$ cat config.mk
export PLATFORM = sky130hd
export DESIGN_NAME = fpf_decoder_07_flat
export DESIGN_NICKNAME = d
export VERILOG_FILES = /design/src/rtl/fpf_decoder_07_if.sv /design/src/rtl/fpf_decoder_07.sv /design/src/flat_wrapper.sv
export SDC_FILE = /design/constraint.sdc
export NUM_CORES = 1
export LEC_CHECK = 0
export CORE_MARGIN = 4
export CORE_UTILIZATION = 23
export CTS_CLUSTER_SIZE = 16
export DETAILED_ROUTE_END_ITERATION = 10
export GPL_TIMING_DRIVEN = 0
export SETUP_SLACK_MARGIN = 0.4
export SLEW_MARGIN = 5
export SYNTH_ARGS = -nofsm -noshare
export SYNTH_HDL_FRONTEND = slang
export SYNTH_SLANG_ARGS = --single-unit
$ cat constraint.sdc
create_clock -name clock -period 4.55 [get_ports clock]
set_input_delay 0.91 -clock clock [delete_from_list [all_inputs] [get_ports clock]]
set_output_delay 0.91 -clock clock [all_outputs]
set_load 0.02 [all_outputs]
$ cat src/rtl/fpf_decoder_07_if.sv
// Bus bundle for the 7-wire FPF decoder: codeword in, data word out.
// Upstream drives the master side; the decoder takes the slave side.
`ifndef FBLEN07
`define FBLEN07 6
`endif

interface fpf_decoder_07_if #(
    parameter int ERRCNT_W = 8
);
    logic [6:0]          code_in;
    logic                in_valid;
    logic                in_ready;
    logic [`FBLEN07-1:0] dataout;
    logic                out_valid;
    logic                out_ready;
    logic                fp_err;
    logic [ERRCNT_W-1:0] err_count;

    modport master (
        output code_in, in_valid, out_ready,
        input  in_ready, dataout, out_valid, fp_err, err_count
    );

    modport slave (
        input  code_in, in_valid, out_ready,
        output in_ready, dataout, out_valid, fp_err, err_count
    );
endinterface

$ cat src/rtl/fpf_decoder_07.sv
// FPF Fibonacci decoder: two-stage elastic pipeline (partial sums, final sum).
// Define FPF_CHECK_EN to add the 010/101 pattern flag and saturating counter.
`ifndef FBLEN07
`define FBLEN07 6
`endif
`ifndef FNS01
`define FNS01 1
`endif
`ifndef FNS02
`define FNS02 1
`endif
`ifndef FNS03
`define FNS03 2
`endif
`ifndef FNS04
`define FNS04 3
`endif
`ifndef FNS05
`define FNS05 5
`endif
`ifndef FNS06
`define FNS06 8
`endif
`ifndef FNS07
`define FNS07 13
`endif

module fpf_decoder_07 #(
    parameter int PIPE_STAGES = 2,
    parameter int ERRCNT_W    = 8
) (
    input logic             clock,
    input logic             reset,
    fpf_decoder_07_if.slave bus
);
    localparam int DW = `FBLEN07;

    if (PIPE_STAGES != 2) begin : g_bad_pipe
        $error("fpf_decoder_07 supports only PIPE_STAGES = 2");
    end

    logic          v1_q, v1_d;
    logic [DW-1:0] lo_q, lo_d;
    logic [DW-1:0] hi_q, hi_d;
    logic          ov_q, ov_d;
    logic [DW-1:0] dout_q, dout_d;
    logic [DW-1:0] lo_in, hi_in;
    logic          s1_en, s2_en;

    // Stage 2 frees up when empty or draining; stage 1 when empty or moving on.
    assign s2_en = !ov_q || bus.out_ready;
    assign s1_en = !v1_q || s2_en;
    assign bus.in_ready = !reset && s1_en;

    assign lo_in = (bus.code_in[0] ? DW'(`FNS01) : '0)
                 + (bus.code_in[1] ? DW'(`FNS02) : '0)
                 + (bus.code_in[2] ? DW'(`FNS03) : '0)
                 + (bus.code_in[3] ? DW'(`FNS04) : '0);
    assign hi_in = (bus.code_in[4] ? DW'(`FNS05) : '0)
                 + (bus.code_in[5] ? DW'(`FNS06) : '0)
                 + (bus.code_in[6] ? DW'(`FNS07) : '0);

    always_comb begin
        v1_d   = v1_q;
        lo_d   = lo_q;
        hi_d   = hi_q;
        ov_d   = ov_q;
        dout_d = dout_q;
        if (s1_en) begin
            v1_d = bus.in_valid;
            if (bus.in_valid) begin
                lo_d = lo_in;
                hi_d = hi_in;
            end
        end
        if (s2_en) begin
            ov_d = v1_q;
            if (v1_q) begin
                dout_d = lo_q + hi_q;
            end
        end
    end

    always_ff @(posedge clock) begin
        if (reset) begin
            v1_q   <= 1'b0;
            lo_q   <= '0;
            hi_q   <= '0;
            ov_q   <= 1'b0;
            dout_q <= '0;
        end else begin
            v1_q   <= v1_d;
            lo_q   <= lo_d;
            hi_q   <= hi_d;
            ov_q   <= ov_d;
            dout_q <= dout_d;
        end
    end

    assign bus.out_valid = ov_q;
    assign bus.dataout   = dout_q;

`ifdef FPF_CHECK_EN
    logic                flag_in;
    logic                f1_q, f1_d;
    logic                fe_q, fe_d;
    logic [ERRCNT_W-1:0] cnt_q, cnt_d;

    // A triple alternates (010 or 101) when each bit differs from its neighbour.
    always_comb begin
        flag_in = 1'b0;
        for (int i = 0; i < 5; i++) begin
            if (bus.code_in[i] != bus.code_in[i+1] &&
                bus.code_in[i+1] != bus.code_in[i+2]) begin
                flag_in = 1'b1;
            end
        end
    end

    always_comb begin
        f1_d  = f1_q;
        fe_d  = fe_q;
        cnt_d = cnt_q;
        if (s1_en && bus.in_valid) begin
            f1_d = flag_in;
        end
        if (s2_en && v1_q) begin
            fe_d = f1_q;
        end
        if (ov_q && bus.out_ready && fe_q && cnt_q != '1) begin
            cnt_d = cnt_q + ERRCNT_W'(1);
        end
    end

    always_ff @(posedge clock) begin
        if (reset) begin
            f1_q  <= 1'b0;
            fe_q  <= 1'b0;
            cnt_q <= '0;
        end else begin
            f1_q  <= f1_d;
            fe_q  <= fe_d;
            cnt_q <= cnt_d;
        end
    end

    assign bus.fp_err    = fe_q;
    assign bus.err_count = cnt_q;
`else
    assign bus.fp_err    = 1'b0;
    assign bus.err_count = {ERRCNT_W{1'b0}};
`endif
endmodule

$ cat src/flat_wrapper.sv
// flat-port wrapper written by rule: the top's interface ports become plain ports
module fpf_decoder_07_flat 
#(
    parameter int PIPE_STAGES = 2,
    parameter int ERRCNT_W    = 8
)
  (clock, reset, bus_code_in, bus_in_valid, bus_out_ready, bus_in_ready, bus_dataout, bus_out_valid, bus_fp_err, bus_err_count);
  fpf_decoder_07_if #(.ERRCNT_W(ERRCNT_W)) bus_i ();
  input logic clock;
  input logic reset;
  input wire logic [$bits(bus_i.code_in)-1:0] bus_code_in;
  input wire logic [$bits(bus_i.in_valid)-1:0] bus_in_valid;
  input wire logic [$bits(bus_i.out_ready)-1:0] bus_out_ready;
  output wire logic [$bits(bus_i.in_ready)-1:0] bus_in_ready;
  output wire logic [$bits(bus_i.dataout)-1:0] bus_dataout;
  output wire logic [$bits(bus_i.out_valid)-1:0] bus_out_valid;
  output wire logic [$bits(bus_i.fp_err)-1:0] bus_fp_err;
  output wire logic [$bits(bus_i.err_count)-1:0] bus_err_count;
  assign bus_i.code_in = bus_code_in;
  assign bus_i.in_valid = bus_in_valid;
  assign bus_i.out_ready = bus_out_ready;
  assign bus_in_ready = bus_i.in_ready;
  assign bus_dataout = bus_i.dataout;
  assign bus_out_valid = bus_i.out_valid;
  assign bus_fp_err = bus_i.fp_err;
  assign bus_err_count = bus_i.err_count;
  fpf_decoder_07 #(.PIPE_STAGES(PIPE_STAGES), .ERRCNT_W(ERRCNT_W)) u_core (.clock(clock), .reset(reset), .bus(bus_i));
endmodule
==> impl_results.rst <==
.. list-table::
   :header-rows: 1

   * - Metric
     - Value
   * - Ys async rst share
     - 0%
   * - Mean Syn Cell Area
     - 9.67 µm²
   * - Total of buffers placed on input and output ports
     - 17
   * - Run status
     - finished, final reports clean
   * - Clock insertion delay at the later pin of the skew report
     - approximately 240 ps
   * - Number of global-route vias before repair
     - slightly above 600
   * - Final routed DRC violation total
     - 0
   * - Hold/Removal Path Class
     - reg2reg
   * - Initial core utilization
     - 24.7%
   * - Worst path bufs/invs
     - 2
   * - Number of antenna diodes
     - 0
   * - Dominant combinational cell family by area after synthesis
     - simple AND/OR/NAND/NOR gates
   * - Routed via count divided by cell count
     - about 3.9
   * - Adder-cell share of the synthesized area
     - between 10% and 20%
   * - Clock transition at the register clock pins on the worst setup and hold paths after CTS
     - approximately 60 ps
   * - Die Outline Area
     - 0.00474 mm²
   * - Num CTS Buffers
     - 3
   * - Portion of netlist area occupied by mux cells
     - under 10%
   * - Placeable core area
     - around 0.0034 mm²
   * - VDD IR max
     - 0.0832 mV
   * - Synthesized-area fraction occupied by ao, oa, aoi and oai cells
     - a little over a tenth
   * - Final-stage net count
     - between 100 and 150
   * - Crit path time final
     - 3200 ps
   * - Pins over their slew limit
     - 0
   * - Sequence of cells on the critical path
     - clkdlybuf4s50_1 -> and3b_4 -> nor2_1 -> clkdlybuf4s50_1
   * - Setup fix buffers added after clock tree synthesis
     - 0
   * - Pwr dens
     - between 200 and 300 mW/mm²
   * - Yosys Warn Count
     - 0
   * - TNS Setup
     - 0 ps
   * - Routed via count
     - 634
   * - Highest-delay cell along the critical path
     - clkdlybuf4s50_1
   * - Category of cells accounting for the largest share of critical-path delay
     - buffers and inverters
   * - CTS Root Buffer Type
     - clkbuf_8
   * - Post-synthesis xor/xnor area fraction
     - under 10%
   * - Count of instances resized after the clock tree is built
     - 0
   * - Largest net degree at the start of global routing
     - 11
   * - Sequential element share of the synthesized area
     - 35.3%
   * - Routability congestion estimate
     - approximately 0.75
   * - Post-synthesis instance area
     - between 800 and 900 µm²
   * - Max Fanout on Critical Path
     - 3
   * - Total global-route track usage
     - approximately 7.8%
   * - Max Fclk
     - between 300 and 400 MHz
   * - Number of H-tree branching levels
     - 1
   * - DRC violation total after the first TritonRoute iteration
     - 10
   * - Number of enable-type register cells in the synthesized netlist
     - 0
   * - Static leakage
     - about 0.5 nW
   * - Worst setup path category
     - in2out
   * - Fraction of final layout cells sized beyond drive strength 1
     - a little over a fifth
   * - WL per Instance
     - 9.97 µm
   * - Post-detailed-placement cell area
     - approximately 0.0011 mm²
   * - RSZ-0062 raised after global routing
     - no
   * - Count of hold buffers inserted by post-cts repair
     - 0
   * - Routed wire length
     - approximately 1600 µm
   * - Detailed-router iteration count before antenna repair
     - 3
   * - Count of standard-cell rows
     - 21
   * - Area overhead of the layout relative to synthesis
     - 35.6%
   * - Req. time, crit path
     - between 3000 and 4000 ps
   * - GRT overflow
     - 0
   * - Flop and latch count out of synthesis
     - 15
   * - Crit share post-route
     - a little over two thirds
   * - Fin Clk Skew
     - approximately 4.0 ps
   * - Count of max-cap constraint violations
     - 0
   * - Post-place setup slack
     - around 1300 ps
   * - Setup WS post-layout
     - between 1000 and 1500 ps
   * - Post-synthesis cell count
     - between 80 and 90
   * - Summed area of non-filler cells in the final layout
     - 0.00115 mm²
   * - Fraction of the mapped netlist area in simple logic gates
     - 18.5%
   * - Clock Sink Count
     - 15
   * - Slowest Stage Delay on Critical Path
     - 610 ps
   * - Setup violation total in the final timing report
     - 0
   * - TritonCTS clock tree
     - done
   * - Post-route total power
     - 0.000327 W
   * - Die Y-Extent
     - approximately 70 µm
   * - Signal arrival time at the worst endpoint
     - roughly 2300 ps
   * - Longest Clk Path Bufs
     - 2
   * - Top_reg_cell synth
     - dfxtp_1
   * - CP endpoint kind
     - output port
   * - Count of unique library cells instantiated by Yosys
     - 28
   * - Overall die width
     - around 69 µm
   * - Number of fill cells in the layout
     - between 300 and 400
   * - Final Hold Violating Endpoints
     - 0
   * - Io pins
     - 28
   * - Wire length of the first global-routing pass
     - 2720 µm
   * - Number of routed nets with antenna violations
     - 0
   * - Antenna violations before repair
     - 0
   * - Critical Path Most Common Cell
     - clkdlybuf4s50_1
   * - Setup crit start kind
     - input port
   * - Detail Placement HPWL
     - roughly 1400 µm
==> sequential cells by signal, indices dropped and copies added (netlist names) <==
name                  cells
u_core.lo_q               3
u_core.bus.dataout        6
u_core.bus.out_valid      1
u_core.v1_q               1
u_core.hi_q               4
==> placed cells by master (no fill, tap or decap) <==
cell	Yosys	routed
and3b_4	1	1
and2_1	1	1
nor2b_1	1	1
a211oi_2	3	3
ha_1	4	4
buf_1	1	1
clkdlybuf4s50_1	0	17
buf_2	2	2
or4_1	1	1
a21o_1	1	1
nand2_2	1	1
clkbuf_1	0	1
nand2_1	5	5
nor2_2	3	3
fa_1	4	4
nand3_1	1	1
buf_6	1	1
mux2i_1	4	4
clkbuf_8	0	3
inv_1	5	5
conb_1	1	9
nor2b_2	1	1
a211oi_1	2	2
dfxtp_1	15	15
xnor2_1	2	2
nand4b_1	2	2
nand3b_1	1	1
a21oi_1	6	6
buf_4	9	9
nand2b_2	1	1
nor2_1	9	9
==> cell families (layout without fill, tap and decap cells) <==
kind of cell | Yosys count | in the layout
AO/OA/AOI/OAI | 12 | 12
XOR/XNOR | 2 | 2
buffers and inverters | 18 | 39
flip-flops | 15 | 15
multiplexers | 4 | 4
adder cells (fa/ha/maj) | 8 | 8
AND/OR/NAND/NOR | 28 | 28
other | 1 | 9
==> final timing paths <==
| path | from | to | slack (ps) | cells past startpoint |
|---|---|---|---|---|
| max | bus_out_ready | bus_in_ready | 1350 | 4 |
| min | u_core.bus.dataout[5] | u_core.bus.dataout[5] | 450 | 2 |
| max reg2reg | u_core.hi_q[2] | u_core.bus.dataout[4] | 2940 | 6 |
| min reg2reg | u_core.bus.dataout[5] | u_core.bus.dataout[5] | 450 | 2 |
==> metrics by stage <==
step | util [%] | hold slack (ps) | std cells
after global placement | 32.2 | 444 | 159
after floorplan | - | 459 | 96
after detailed placement | 32.2 | 450 | 159
final | 33.5 | 453 | 163
after CTS | 33.5 | 458 | 163
after global routing | 33.5 | 475 | 163
==> worst reg2reg max path: stages (launching register included) <==
cell and delay (ps):
dfxtp_1 330, ha_1 230, fa_1 400, a21oi_1 170
nor2b_1 70, xnor2_1 120, a211oi_1 210
==> power breakdown <==
group | internal [W] | leakage [nW] | switching (W)
combinational | 0.0000368 | 0.354 | 0.0000358
sequential | 0.000140 | 0.123 | 0.00000729
clock | 0.0000619 | 0.0228 | 0.0000449
total | 0.000239 | 0.500 | 0.0000880
==> synth_stat cells, types with 2 or more instances <==
| library cell | number | area [µm²] |
|---|---|---|
| nor2_2 | 3 | 18.8 |
| a211oi_2 | 3 | 37.5 |
| a21oi_1 | 6 | 30.0 |
| ha_1 | 4 | 50.1 |
| nand2_1 | 5 | 18.8 |
| a211oi_1 | 2 | 15.0 |
| xnor2_1 | 2 | 17.5 |
| nor2_1 | 9 | 33.8 |
| inv_1 | 5 | 18.8 |
| dfxtp_1 | 15 | 300 |
| nand4b_1 | 2 | 17.5 |
| buf_2 | 2 | 10.0 |
| buf_4 | 9 | 67.6 |
| fa_1 | 4 | 80.1 |
| mux2i_1 | 4 | 40.0 |
==> routing by layer <==
metal | vias up | global-route usage, % | share of wire [%]
met5 | - | 0 | 0
met2 | 21 | 12.6 | 45
met4 | 0 | 2.92 | 0.74
met3 | 2 | 2.76 | 8.9
met1 | 280 | 9.34 | 45
li1 | 331 | - | -
==> layout make-up <==
class                      count  area, µm²  share of cell area, %
tap                           46       57.6                   4.99
sequential                    15        300                   26.0
timing repair buffer          17        170                   14.8
multi-input combinational     63        469                   40.7
buffer                        13       92.6                   8.03
clock buffer                   4       45.0                   3.90
inverter                       5       18.8                   1.63
Power figures use the tool's default switching activity.
